**src/rtl/timer_arbiter.sv**
```systemverilog
// Round-robin arbiter granting one requester at a time a shared up-counter
// that runs from 0 to the requester's latched length, then pulses done.
module timer_arbiter #(
   parameter int unsigned NUM_REQ = 4,
   parameter int unsigned WIDTH   = 8
) (
   input  logic                     clk_i,
   input  logic                     rst_ni,
   input  logic [NUM_REQ-1:0]       req_i,
   input  logic [NUM_REQ*WIDTH-1:0] len_i,
   output logic [NUM_REQ-1:0]       gnt_o,
   output logic [NUM_REQ-1:0]       done_o,
   output logic                     busy_o,
   output logic [WIDTH-1:0]         count_o
);

   localparam int unsigned IW = (NUM_REQ > 1) ? $clog2(NUM_REQ) : 1;

   typedef enum logic [1:0] {IDLE, LOAD, RUN, DONE} state_t;

   state_t           state_q, state_d;
   logic [IW-1:0]    idx_q, ptr_q, ptr_nxt;
   logic [WIDTH-1:0] len_q, cnt_q;
   logic             req_k;

   logic             win_vld;
   logic [IW-1:0]    win_idx, cand;
   logic [WIDTH-1:0] win_len;

   assign req_k   = req_i[idx_q];
   assign ptr_nxt = (idx_q == IW'(NUM_REQ - 1)) ? '0 : idx_q + 1'b1;

   // First requesting index scanning upward from ptr_q, wrapping mod NUM_REQ.
   always_comb begin
      win_vld = 1'b0;
      win_idx = '0;
      win_len = '0;
      cand    = '0;
      for (int unsigned i = 0; i < NUM_REQ; i++) begin
         cand = IW'((32'(ptr_q) + i) % NUM_REQ);
         if (!win_vld && req_i[cand]) begin
            win_vld = 1'b1;
            win_idx = cand;
            win_len = len_i[cand*WIDTH +: WIDTH];
         end
      end
   end

   always_ff @(posedge clk_i) begin
      if (!rst_ni) begin
         state_q <= IDLE;
         ptr_q   <= '0;
         idx_q   <= '0;
         len_q   <= '0;
         cnt_q   <= '0;
      end else begin
         state_q <= state_d;
         case (state_q)
            IDLE: begin
               if (win_vld) begin
                  idx_q <= win_idx;
                  len_q <= win_len;
                  cnt_q <= '0;
               end
            end
            RUN: begin
               if (req_k && (cnt_q != len_q)) cnt_q <= cnt_q + 1'b1;
            end
            default: ;
         endcase
         // Completion and abort share one exit path: advance pointer, clear counter.
         if ((state_q != IDLE) && (state_d == IDLE)) begin
            ptr_q <= ptr_nxt;
            cnt_q <= '0;
         end
      end
   end

   always_comb begin
      state_d = state_q;
      case (state_q)
         IDLE:    if (win_vld) state_d = LOAD;
         LOAD:    state_d = req_k ? RUN : IDLE;
         RUN: begin
            if (!req_k)              state_d = IDLE;
            else if (cnt_q == len_q) state_d = DONE;
            else                     state_d = RUN;
         end
         DONE:    state_d = IDLE;
         default: state_d = IDLE;
      endcase
   end

   always_comb begin
      gnt_o   = '0;
      done_o  = '0;
      busy_o  = (state_q != IDLE);
      count_o = cnt_q;
      if (state_q != IDLE) gnt_o[idx_q]  = 1'b1;
      if (state_q == DONE) done_o[idx_q] = 1'b1;
   end

endmodule
```
**config.mk**
```make
export PLATFORM = sky130hd
export DESIGN_NAME = timer_arbiter
export DESIGN_NICKNAME = d
export VERILOG_FILES = /design/src/rtl/timer_arbiter.sv
export SDC_FILE = /design/constraint.sdc
export NUM_CORES = 1
export LEC_CHECK = 0
export ABC_CLOCK_PERIOD_IN_PS = 3700
export CELL_PAD_IN_SITES_DETAIL_PLACEMENT = 0
export CELL_PAD_IN_SITES_GLOBAL_PLACEMENT = 2
export CORE_AREA = 8 8 109 86
export CTS_CLUSTER_DIAMETER = 30
export DETAILED_ROUTE_END_ITERATION = 8
export DIE_AREA = 0 0 117 94
export HOLD_SLACK_MARGIN = 0.1
export PLACE_DENSITY_LB_ADDON = 0.3
export SLEW_MARGIN = 20
export SYNTH_ARGS = -nofsm -noshare
export SYNTH_HDL_FRONTEND = slang
export SYNTH_SLANG_ARGS = --single-unit
```
**constraint.sdc**
```tcl
create_clock -name clk_i -period 3.7 [get_ports clk_i]
set_input_delay 0.74 -clock clk_i [delete_from_list [all_inputs] [get_ports clk_i]]
set_output_delay 0.74 -clock clk_i [all_outputs]
set_load 0.05 [all_outputs]
```
-- Word level (Yosys, flattened, before mapping)
Index checks and enable logic that the tools add are counted.
- muxes and demuxes: 35
- div/mod/pow operators: 0
- multiply operators: 0
- $lt $le $gt $ge: 6
- $add $sub $neg: 5
- shifts and indexed selects: 4
- reductions and logical operators: 16
- bitwise operators: 1
- equal/unequal tests: 8
- operators with widths (kind ; count):
    indexed part select 32 x 6 -> 8 bit ; 4
    2-to-1 mux 8 bit ; 6
    2-to-1 mux 2 bit ; 8
    case mux 8 bit (2 select lines) ; 1
    less-than comparator 2 x 3 -> 1 bit (second input constant) ; 5
    2-to-1 mux 1 bit ; 11
    binary-select mux 1 bit (select 2 bit) ; 5
    adder 8 x 1 -> 8 bit (second input constant) ; 1
    equality test 8 bit ; 1
    2-to-1 mux 4 bit ; 2
    != test 8 bit ; 1
    case mux 2 bit (4 select lines) ; 1
    equality test 2 bit (second input constant) ; 3
    logical AND 1 bit ; 6
    adder 2 x 1 -> 2 bit (second input constant) ; 2
    adder 2 bit (second input constant) ; 2
    zero test 2 bit ; 2
    != test 2 bit (second input constant) ; 2
    nonzero test 2 bit ; 2
    zero test 1 bit ; 3
    AND reduction 3 bit ; 1
    demux 1 bit (select 2 bit) ; 1
    equality test 2 x 1 -> 1 bit (second input constant) ; 1
    greater-or-equal comparator 2 x 1 -> 1 bit (second input constant) ; 1
    other kinds (3) ; 3
- bits in latches: 0
- memories: 0
- memory bits (writable): 0
- output and inout bits: 17
- logic and storage cells: 80
- input port bits: 38
- register bits after elaboration: 22
- bits in read-only memories: 0

-- Longest topological paths before layout
Gate-level depths: netlist of run 1.
- word-level depth: 17
- depth in mapped cells: 8
- depth with buffers taken out: 5

-- Least setup slack after synthesis of run 1
OpenSTA, ideal clock, no wires.
- path kind: register to output
- start: register state_q[0]
- end: output gnt_o[2]
- slack: 1.382 ns
- buffers on the path: 2
- data arrival time: 1.578 ns
- data required time: 2.960 ns
- cell stages (with the launch flop): 5
- cell sequence: dfxtp_1 clkbuf_1 nor2_1 clkbuf_1 nor2b_1
- longest elaborated chain between the ends: 2
- RTL lines (item ; RTL line ; text):
    from (decl) ; 21 ; state_t state_q, state_d;
    from (signal assigned) ; 57 ; state_q <= state_d;
    nonzero test 2 bit ; 99 ; if (state_q != IDLE) gnt_o[idx_q] = 1'b1;
    2-to-1 mux 4 bit ; 99 ;
    to (decl) ; 11 ; output logic [NUM_REQ-1:0] gnt_o,
No other way between the ends.

-- Final worst setup path of run 1
Same ends and word-level chain as after synthesis.

==> key figures, run 1 <==
CTS
  • Worst-Skew Late Latency: 0.26 ns
  • Reg clk slew, reported paths: 0.08 ns
  • Setup Buffers After CTS: 0
  • Deepest clock path buffer count: 2
  • CTS root buf: clkbuf_8
  • # hold bufs at CTS: 0
  • # clock sinks: 22
  • Num CTS Buffers: 3
  • Htree depth: 1
  • Post-cts resize count: 0
  • CTS tree: yes

Floorplan
  • Starting density of the core: 0.299
  • Die W: 117 um
  • I/O Pins: 55
  • Core area: 7640 um2
  • Site row count: 28
  • Die Y: 94 um
  • Die area: 11000 um2

Critical path
  • CP Launch Point: state_q[0]
  • Worst-path cell chain: nor2_1 > buf_4 > nor2b_1 > clkdlybuf4s50_1
  • Flop-to-flop setup slack: 1.36 ns
  • Crit-path max FO: 12
  • Startpoint type of the worst setup path: flop
  • Slowest cell on crit path: clkdlybuf4s50_1
  • Reg2reg path depth: 5
  • Critical Path End Type: output port
  • Worst EP required: 2.96 ns
  • Reg-to-reg endpoint: len_q[7]
  • Crit-path max cell delay: 0.81 ns
  • Largest delay contributor family on the critical path: buffers and inverters
  • Worst path bufs/invs: 2
  • R2r startpoint: ptr_q[1]
  • WS Path Type: flop to output port
  • Worst EP arrival: 2.06 ns

Run
  • Max-Cap Viols: 0

Placed design
  • Detail Placement HPWL: 5210 um
  • Gpl congestion: 0.787
  • Number of port buffers: 54
  • Pre-CTS setup slack: 0.829 ns
  • Area of placed instances: 2890 um2
  • Dpl cells: 434

Timing
  • Crit share post-route: 0.756
  • TNS Setup: 0 ns
  • Slew HR: 0.422
  • RSZ-0062 raised after global routing: false
  • Worst-margin pin slew: 0.867 ns
  • Setup WS post-layout: 0.903 ns
  • Clock skew: 0.00263 ns
  • Final hold viol count: 0
  • Max Clk Rate: 357 MHz
  • Final Critical Period: 2.80 ns
  • Max Slew Vio Count: 0
  • Setup violations, final: 0

Logic synthesis
  • Top FF cell, synth: dfxtp_1
  • Post-synth EDFFs: 0
  • Ys async rst share: 0
  • Sequential element share of the synthesized area: 0.193
  • Post-Syn Instances: 293
  • Yosys cell types: 48
  • Syn nets: 336
  • Synth Cell Area: 2280 um2
  • Yosys warns: 0
  • Yosys reg bits: 22
  • Mean Syn Cell Area: 7.78 um2

Pwr
  • PwrDens: 293 nW/um2
  • Worst vdd ir: 0.000189 V
  • Pleak: 0.968 nW

Detailed routing
  • Antenna viol nets, final: 0
  • Avg Vias per Cell: 5.27
  • Total number of vias: 2302
  • WL/cell: 16.0 um
  • Final WL: 6970 um
  • Drt pass-1 iters: 5
  • # DRC: 0
  • DRT iter0 DRCs: 147

Finish
  • Final net count: 377
  • Fin area: 2930 um2
  • Area grow syn2layout: 28.4%
  • ANT cells: 0
  • Share of cells above drive strength 1: 0.111
  • Finished Layout Cells: 437

GRT
  • Met1 Resource Use GR: 0.184
  • GR Layer Usage met2: 0.190
  • Met3 Use GR: 0.0328
  • Gr busiest metal: met2
  • First-pass GRT wire length: 11300 um
  • Aggregate global routing overflow: 0
  • Vias in the first global route: 2186
  • Gr usage total: 0.127
  • Largest net degree at the start of global routing: 40
  • Initial antenna violation count: 0

Worst hold path
  • WHS Endpoint: count_o[7]
  • HP Class: flop to flop
  • Worst hold path cell count: 2
  • Min-delay src: count_o[7]

Status
  • Status: finished, final reports clean
==> worst max-delay path by stage <==
stage / to / slack (ns) / cells past startpoint
6_report: gnt_o[2] / 0.90 / 4
5_1_grt: gnt_o[2] / 0.76 / 4
4_1_cts: gnt_o[2] / 0.86 / 4
3_5_place_dp: count_o[5] / 0.83 / 6
3_3_place_gp: count_o[6] / 0.87 / 6
2_1_floorplan: gnt_o[2] / 1.38 / 4
==> worst reg2reg max path: cells and delay by family (launching register included) <==
kind,cells,cell delay [ns]
AND/OR/NAND/NOR,1,0.34
flip-flops,1,0.67
AO/OA/AOI/OAI,4,1.27
==> per-layer routing <==
metal	wire length, um	share of wire
met3	419	0.060
met1	3500	0.50
met5	0	0
met4	17	0.0024
met2	3040	0.44
==> per-stage QoR <==
| step | utilization | hold slack (ns) | total power (W) |
|---|---|---|---|
| after floorplan | - | 0.537 | 0.000574 |
| after global placement | 0.378 | 0.526 | 0.000704 |
| after CTS | 0.383 | 0.537 | 0.000866 |
| final | 0.383 | 0.523 | 0.000857 |
| after global routing | 0.383 | 0.553 | 0.000919 |
| after detailed placement | 0.378 | 0.522 | 0.000709 |
==> final cells by class <==
type / instances / area, um2
multi-input combinational: 241 / 1700
sequential: 22 / 442
fill: 841 / 4710
clock buffer: 3 / 41.3
timing repair buffer: 61 / 593
tap: 105 / 131
inverter: 5 / 18.8
==> Yosys cell counts (all sizes together) (2+ instances only) <==
cell    number  area, um2
nand2       39        146
o21ai       28        163
dfxtp       22        440
mux2i       20        200
a21oi       16       83.8
mux2        16        180
buf         13       75.1
clkbuf      12       45.0
o211ai      12       90.1
and3        10       63.8
nor2b       10       62.6
o221ai       9       78.8
a222oi       8       80.1
a31oi        8       50.1
nor2         8       30.0
xnor2        8       70.1
ha           5       62.6
inv          5       18.8
nand3        4       20.0
nand4        4       25.0
nor3b        4       30.0
a2111o       3       33.8
nand2b       3       18.8
xor2         3       26.3
a21o         2       15.0
a221oi       2       17.5
nand3b       2       15.0
nor3         2       10.0
o21a         2       15.0
or2          2       12.5
==> power by group <==
part	leakage [nW]	total (W)	switching [W]	internal, W
Sequential	0.180	0.000298	0.0000366	0.000261
Clock	0.0216	0.000154	0.0000815	0.0000727
Combinational	0.766	0.000405	0.000231	0.000174
Total	0.968	0.000857	0.000349	0.000508
==> sequential cells by signal, indices dropped and copies added (netlist names) <==
| register | count |
|---|---|
| count_o | 8 |
| idx_q | 2 |
| len_q | 8 |
| ptr_q | 2 |
| state_q | 2 |
==> cell families after synthesis <==
kind of cell	count (synthesis)	share of synthesized area
AOI/OAI and AO/OA	95	0.293
adders and majority gates	5	0.0274
xor gates and xnor gates	11	0.0422
buffers and inverters	30	0.0609
muxes	37	0.177
and+or+nand+nor	93	0.207
DFF	22	0.193
==> cells in the final DEF, fill, tap and decap left out, drive strengths merged, types with 3 or more instances in the layout <==
master,netlist,final
mux2,16,16
buf,13,7
nand2b,3,3
clkbuf,12,3
xnor2,8,8
nand4,4,4
o221ai,9,9
ha,5,5
and3,10,10
clkdlybuf4s50,0,54
a222oi,8,8
a2111o,3,3
a31oi,8,8
xor2,3,3
nor3b,4,4
a21oi,16,16
o211ai,12,12
o21ai,28,28
nor2b,10,10
nor2,8,8
inv,5,5
dfxtp,22,22
nand3,4,4
nand2,39,39
mux2i,20,20
(Power assumes the default switching activity.)
==> run 2: changes to the inputs <==
ABC_CLOCK_PERIOD_IN_PS = 2400   (was 3700)
CORE_AREA = 8 8 118 93   (was 8 8 109 86)
DIE_AREA = 0 0 126 101   (was 0 0 117 94)
clock period = 2.4 ns   (was 3.7 ns; I/O delays follow)
==> key figures, run 2 (synthesized netlist as in run 1, its figures left out) <==
Status
  • Status: finished, final reports clean

GRT
  • First-pass GRT wire length: 11800 um
  • Largest net degree at the start of global routing: 39
  • Gr usage total: 0.114
  • Initial antenna violation count: 0
  • Vias in the first global route: 2259
  • Aggregate global routing overflow: 0

Timing
  • Setup violations, final: 0
  • Clock skew: 0.00373 ns
  • Slew HR: 0.647
  • TNS Setup: 0 ns
  • Worst-margin pin slew: 0.516 ns
  • Max Clk Rate: 443 MHz
  • Crit share post-route: 0.940
  • RSZ-0062 raised after global routing: false
  • Final hold viol count: 0
  • Max Slew Vio Count: 0
  • Final Critical Period: 2.26 ns

Finish
  • Final net count: 400
  • Most common cell after layout, fill and taps aside: clkdlybuf4s50_1
  • Sequential Area: 442 um2
  • Fin area: 3140 um2
  • Multi-input logic area: 1700 um2
  • ANT cells: 0
  • FILL cells: 983
  • Most frequent cells in the layout: clkdlybuf4s50_1, nand2_1, buf_4
  • Share of cells above drive strength 1: 0.191
  • Area grow syn2layout: 37.8%

Detailed routing
  • Avg Vias per Cell: 5.15
  • Antenna viol nets, final: 0
  • Total number of vias: 2425
  • Final WL: 7370 um
  • DRT iter0 DRCs: 215
  • Drt pass-1 iters: 5
  • # DRC: 0
  • WL/cell: 15.6 um

Floorplan
  • I/O Pins: 55
  • Starting density of the core: 0.247
  • Core area: 9230 um2
  • Die W: 126 um
  • Die area: 12700 um2
  • Site row count: 31
  • Die Y: 101 um

Critical path
  • Reg2reg path depth: 6
  • Flop-to-flop setup slack: 0.46 ns
  • Crit-path max FO: 3
  • Worst EP required: 1.92 ns
  • Worst EP arrival: 1.78 ns
  • Critical Path End Type: output port
  • R2r startpoint: ptr_q[1]
  • Reg-to-reg endpoint: len_q[1]
  • WS Path Type: flop to output port
  • Startpoint type of the worst setup path: flop

Worst hold path
  • WHS Endpoint: count_o[7]
  • Worst hold path cell count: 2
  • Min-delay src: count_o[7]
  • HP Class: flop to flop

CTS
  • Num CTS Buffers: 3
  • # clock sinks: 22
  • Worst-Skew Late Latency: 0.26 ns
  • Setup Buffers After CTS: 0
  • # hold bufs at CTS: 0
  • Deepest clock path buffer count: 2
  • Post-cts resize count: 0
  • Reg clk slew, reported paths: 0.06 ns
  • CTS tree: yes
  • Htree depth: 1
  • CTS root buf: clkbuf_16

Pwr
  • Combinational share of power: 0.452
  • Pleak: 1.12 nW
  • Reg power frac: 0.288
  • PwrDens: 491 nW/um2
  • Clk pwr share: 0.260
  • Psw: 0.000573 W
  • Worst vdd ir: 0.000254 V
  • Switching share of power: 0.371
  • Cell internal pwr: 0.000970 W

Placed design
  • Detail Placement HPWL: 5750 um
  • Gpl congestion: 0.815
  • Area of placed instances: 3050 um2
  • Number of port buffers: 54

Run
  • Max-Cap Viols: 0
[run 2: power groups by stage]
stage / Clock [W] / Sequential (W) / Combinational, W
after detailed placement: 0 / 0.000455 / 0.000697
after global routing: 0.000426 / 0.000452 / 0.000759
final: 0.000401 / 0.000445 / 0.000697
after CTS: 0.000413 / 0.000446 / 0.000700
after global placement: 0 / 0.000454 / 0.000698
after floorplan: 0 / 0.000439 / 0.000446
[run 2: worst max path at each step]
stage / slack, ns / from / cells past startpoint / to
floorplan: 0.34 / state_q[0] / 4 / gnt_o[2]
global placement: -0.09 / req_i[3] / 9 / idx_q[0]
detailed placement: -0.09 / req_i[3] / 9 / idx_q[0]
CTS: 0.12 / idx_q[1] / 4 / done_o[0]
global route: 0.07 / idx_q[1] / 4 / done_o[0]
finish: 0.14 / idx_q[1] / 4 / done_o[0]
[run 2: final cells by class]
class | count | share of cell area
Timing Repair Buffer | 84 | 0.238
Clock buffer | 4 | 0.0283
Inverter | 5 | 0.00597
Multi-Input combinational cell | 241 | 0.541
Tap cell | 115 | 0.0458
Sequential cell | 22 | 0.141
[run 2: layer usage]
metal | track usage | share of wire | up-vias
met5 | 0 | 0 | -
met4 | 0.0166 | 0.0045 | 0
met3 | 0.0238 | 0.047 | 4
met2 | 0.184 | 0.44 | 67
met1 | 0.156 | 0.51 | 1115
li1 | - | - | 1239
[run 2: worst max-delay path, stage by stage (launching register included)]
cell and delay (ns):
dfxtp_1 0.33, inv_1 0.08, ha_1 0.16, and3_1 0.16
clkdlybuf4s50_1 0.80
[run 2: per-stage QoR]
step	total power, W	std cells	setup slack, ns	utilization	hold WS (ns)
2_1_floorplan	0.000885	293	0.342	-	0.537
3_3_place_gp	0.00115	467	-0.0894	0.331	0.518
3_5_place_dp	0.00115	467	-0.0901	0.331	0.511
4_1_cts	0.00156	471	0.120	0.340	0.524
5_1_grt	0.00164	471	0.0748	0.340	0.549
6_report	0.00154	471	0.143	0.340	0.525
==> run 3: changes to the inputs <==
ABC_AREA = 0   (was unset)
CAP_MARGIN = 20   (was unset)
RECOVER_POWER = 25   (was unset)
==> key figures, run 3 (synthesized netlist as in run 1, its figures left out) <==
CTS
  • Htree depth: 1
  • CTS root buf: clkbuf_16
  • # hold bufs at CTS: 0
  • Num CTS Buffers: 3
  • Reg clk slew, reported paths: 0.06 ns
  • Post-cts resize count: 0
  • # clock sinks: 22
  • Worst-Skew Late Latency: 0.26 ns
  • Deepest clock path buffer count: 2
  • CTS tree: yes
  • Setup Buffers After CTS: 0

Placed design
  • Gpl congestion: 0.815
  • Number of port buffers: 54
  • Detail Placement HPWL: 5750 um
  • Pre-CTS setup slack: -0.0901 ns

Finish
  • Area grow syn2layout: 36.7%
  • Most frequent cells in the layout: clkdlybuf4s50_1, nand2_1, buf_4
  • Sequential Area: 442 um2
  • Most common cell after layout, fill and taps aside: clkdlybuf4s50_1
  • FILL cells: 985
  • Multi-input logic area: 1700 um2
  • ANT cells: 0
  • Share of cells above drive strength 1: 0.180
  • Final net count: 400

Critical path
  • Critical Path End Type: output port
  • Worst-path cell chain: inv_1 > ha_1 > and3_1 > clkdlybuf4s50_1
  • Worst EP arrival: 1.78 ns
  • Slowest cell on crit path: clkdlybuf4s50_1
  • WS Path Type: flop to output port
  • Largest delay contributor family on the critical path: buffers and inverters
  • Worst EP required: 1.92 ns
  • Startpoint type of the worst setup path: flop
  • Crit-path max cell delay: 0.80 ns
  • Crit-path max FO: 3
  • Worst path bufs/invs: 2

Detailed routing
  • Drt pass-1 iters: 5
  • Highest routed layer: met4
  • Metal-1 WL: 3680 um
  • # DRC: 0
  • Met2 wire length: 3240 um
  • Avg Vias per Cell: 5.11
  • Antenna viol nets, final: 0
  • WL met3: 347 um
  • DRT iter0 DRCs: 174
  • Total number of vias: 2409
  • Final WL: 7310 um
  • WL/cell: 15.5 um

Timing
  • Setup violations, final: 0
  • Crit share post-route: 0.940
  • Max Slew Vio Count: 0
  • TNS Setup: 0 ns
  • Setup WS post-layout: 0.145 ns
  • Slew HR: 0.594
  • Worst-margin pin slew: 0.612 ns
  • Max Clk Rate: 443 MHz
  • Clock skew: 0.00383 ns
  • Final Critical Period: 2.26 ns
  • Final hold viol count: 0
  • RSZ-0062 raised after global routing: false

GRT
  • First-pass GRT wire length: 11800 um
  • Largest net degree at the start of global routing: 39
  • Aggregate global routing overflow: 0
  • Vias in the first global route: 2259
  • Initial antenna violation count: 0
  • Gr usage total: 0.114

Floorplan
  • Die area: 12700 um2
  • Die W: 126 um
  • Starting density of the core: 0.247
  • Site row count: 31
  • Core area: 9230 um2
  • I/O Pins: 55
  • Die Y: 101 um

Run
  • Max-Cap Viols: 0

Worst hold path
  • HP Class: flop to flop

Pwr
  • Final Total Pwr: 0.00153 W
  • Worst vdd ir: 0.000252 V
  • Pleak: 1.10 nW
  • PwrDens: 491 nW/um2

Status
  • Status: finished, final reports clean
[run 3: cell types whose count changed in the layout (fill, tap and decap cells not counted), sizes merged]
cell | previous run | this run
clkbuf | 4 | 11
buf | 37 | 30
[run 3: tightest hold or removal path: stages, from the launching register on]
cell     delay, ns
dfxtp_1       0.35
nand2_1       0.09
o21ai_2       0.05
[run 3: metrics by stage]
step                      hold slack, ns  cell area, um2  cells  utilization
final                              0.524            3120    471        0.338
after global routing               0.549            3120    471        0.338
after CTS                          0.524            3140    471        0.340
after detailed placement           0.511            3050    467        0.331
after global placement             0.518            3050    467        0.331
after floorplan                    0.537            2280    293            -
[run 3: report_power, final]
| group | total, W | internal [W] | leakage, nW | switching (W) |
|---|---|---|---|---|
| Sequential | 0.000444 | 0.000403 | 0.180 | 0.0000411 |
| Clock | 0.000400 | 0.000255 | 0.0442 | 0.000145 |
| Combinational | 0.000688 | 0.000305 | 0.880 | 0.000383 |
| Total | 0.00153 | 0.000963 | 1.10 | 0.000569 |
[run 3: final timing paths]
path,from,to,slack (ns),cells after the start
worst max register to register,ptr_q[1],len_q[1],0.47,6
worst min-delay path,count_o[7],count_o[7],0.52,2
worst max-delay path,idx_q[1],done_o[0],0.14,4
worst min register to register,count_o[7],count_o[7],0.52,2
[run 3: metal layers]
layer,track usage,up-vias
met1,0.156,1104
met5,0,-
met2,0.184,67
met4,0.0166,0
li1,-,1234
met3,0.0238,4
[run 3: area by class of cell]
class / count / share of cell area
Tap cell: 115 / 0.0461
Inverter: 5 / 0.00602
Clock buffer: 4 / 0.0285
Sequential cell: 22 / 0.142
Multi-Input combinational cell: 241 / 0.545
Timing Repair Buffer: 84 / 0.233
==> RTL edit (settings of run 3) <==
The parameter `WIDTH` goes from 8 to 10.
--- a/src/rtl/timer_arbiter.sv
+++ b/src/rtl/timer_arbiter.sv
@@ -2,7 +2,7 @@
 // that runs from 0 to the requester's latched length, then pulses done.
 module timer_arbiter #(
    parameter int unsigned NUM_REQ = 4,
-   parameter int unsigned WIDTH   = 8
+   parameter int unsigned WIDTH   = 10
 ) (
    input  logic                     clk_i,
    input  logic                     rst_ni,
Interface: changed (resized count_o and len_i); port bits go from 55 to 65. No check against the original RTL was run, so the function may have changed too.
==> RTL edit against run 3 <==
Clock skew barely moved; die area is the same; synthesized cell count up 19%; count of clock-buffer cells in the layout fell by 1; routed wire length grew 20%; setup slack got worse by 0.032 ns; final area is 24% higher; synthesized area is 20% higher; total power is 15% higher; sequential power grew 16%; sequential cell count up 4; critical path type unchanged; critical endpoint unchanged; largest power group unchanged.
==> RTL edit: results <==
[global_route]
grt_pass1_vias = 2957
grt_max_degree = 37
grt_first_pass_wirelength_mm = 14.9
grtUsageTotal_pct = 13.9

[timing]
finClkSkew_ns = 0.00341
relSlewSlack_pct = 59.3

[status]
status = "finished clean"

[routing]
dr_total_vias = 2946
drt_wl_total_mm = 8.77
dr.first_iter.drc_count = 164

[placed_design]
port_buffers = 64
dp_hpwl_mm = 6.95
place_area_mm2 = 0.00373

[logic_synthesis]
syn_nets = 399
synthDistinctLibCells = 55
ys_seq_area_share_pct = 19.0
synth_commonest_cells = "nand2_1, a21oi_1, dfxtp_1, nor2_1, o21ai_0"
yosys-top-cells-area = "dfxtp_1, mux4_2, a21oi_1"

[setup_path]
crit_arrival_ns = 1.81
cp_max_fo = 5
slowest_delay_ns = 0.70

[power]
ir_drop_uv = 278
leakage_nw = 1.46

[final_layout]
drive_gt1_share_pct = 19.4
finalNetCount = 485
[RTL edit: cell types whose count changed after synthesis, sizes merged, moves of 8 or more]
| cell | before | now |
|---|---|---|
| a22o | 0 | 9 |
| nor2b | 10 | 18 |
| a22oi | 0 | 12 |
| o21ai | 28 | 19 |
| or2 | 2 | 10 |
| a222oi | 8 | 0 |
| a32oi | 1 | 10 |
| a21oi | 16 | 36 |
| nor2 | 8 | 20 |
| o221ai | 9 | 1 |
| mux4 | 1 | 10 |
[RTL edit: cell families (layout without fill, tap and decap cells)]
kind of cell | after synthesis | count (layout) | share of synthesized area (%)
buffers and inverters | 30 | 115 | 4.79
XOR/XNOR | 11 | 11 | 3.51
multiplexers | 33 | 33 | 17.1
flip-flops | 26 | 26 | 19.0
AND/OR/NAND/NOR | 132 | 132 | 25.2
adder cells (fa/ha/maj) | 6 | 6 | 2.65
AO/OA/AOI/OAI | 110 | 110 | 27.8
[RTL edit: worst register-to-register path, cell delays in order, from the launching register on]
cell	delay, ns
dfxtp_1	0.47
xor2_1	0.12
nor4_1	0.43
nand4bb_1	0.26
and2_1	0.29
a31oi_1	0.18
a21boi_0	0.17
[RTL edit: worst paths after layout]
kind	end	cells past startpoint	startpoint	slack, ns
setup reg to reg	count_o[5]	6	count_o[5]	0.42
setup / recovery	done_o[0]	4	idx_q[1]	0.11
hold reg to reg	len_q[4]	2	len_q[4]	0.50
hold / removal	len_q[4]	2	len_q[4]	0.50
[RTL edit: final cells by class]
cell class              instances  area [um2]
clock buffers                   3        75.1
clock inverters                 1        30.0
fillers                       956        5380
inverters                       8        30.0
multi-input cells             292        2110
flip-flops and latches         26         522
well taps                     115         144
repair buffers                103         940
[RTL edit: layer usage]
metal  up-vias  part of all wire, %  GRT usage [%]
li1       1470                    -              -
met1      1380                   49           18.1
met2        90                   44           23.0
met3         6                  6.5           3.49
met4         0                 0.63           2.49
met5         -                    0              0
[RTL edit: power by group]
part	switching, mW	internal, mW	leakage, nW
Combinational	0.378	0.378	1.19
Clock	0.155	0.332	0.0511
Sequential	0.0442	0.469	0.212
Total	0.577	1.18	1.46
[RTL edit: timing repair]
item	4_1_cts	5_1_grt
buffers inserted	0	1
endpoints found under the setup margin	3	13
gates resized for setup	0	6
cloned	0	0
pin swaps	1	2
[RTL edit: stage by stage]
stage	hold WS [ns]	cells	util [%]	setup WS (ns)	power, mW
after floorplan	0.454	348	-	0.425	0.974
after global placement	0.477	543	40.5	-0.248	1.28
after detailed placement	0.472	543	40.5	-0.275	1.27
after CTS	0.492	547	41.6	0.0175	1.77
after global routing	0.519	548	41.7	0.00180	1.87
final	0.499	548	41.7	0.113	1.76
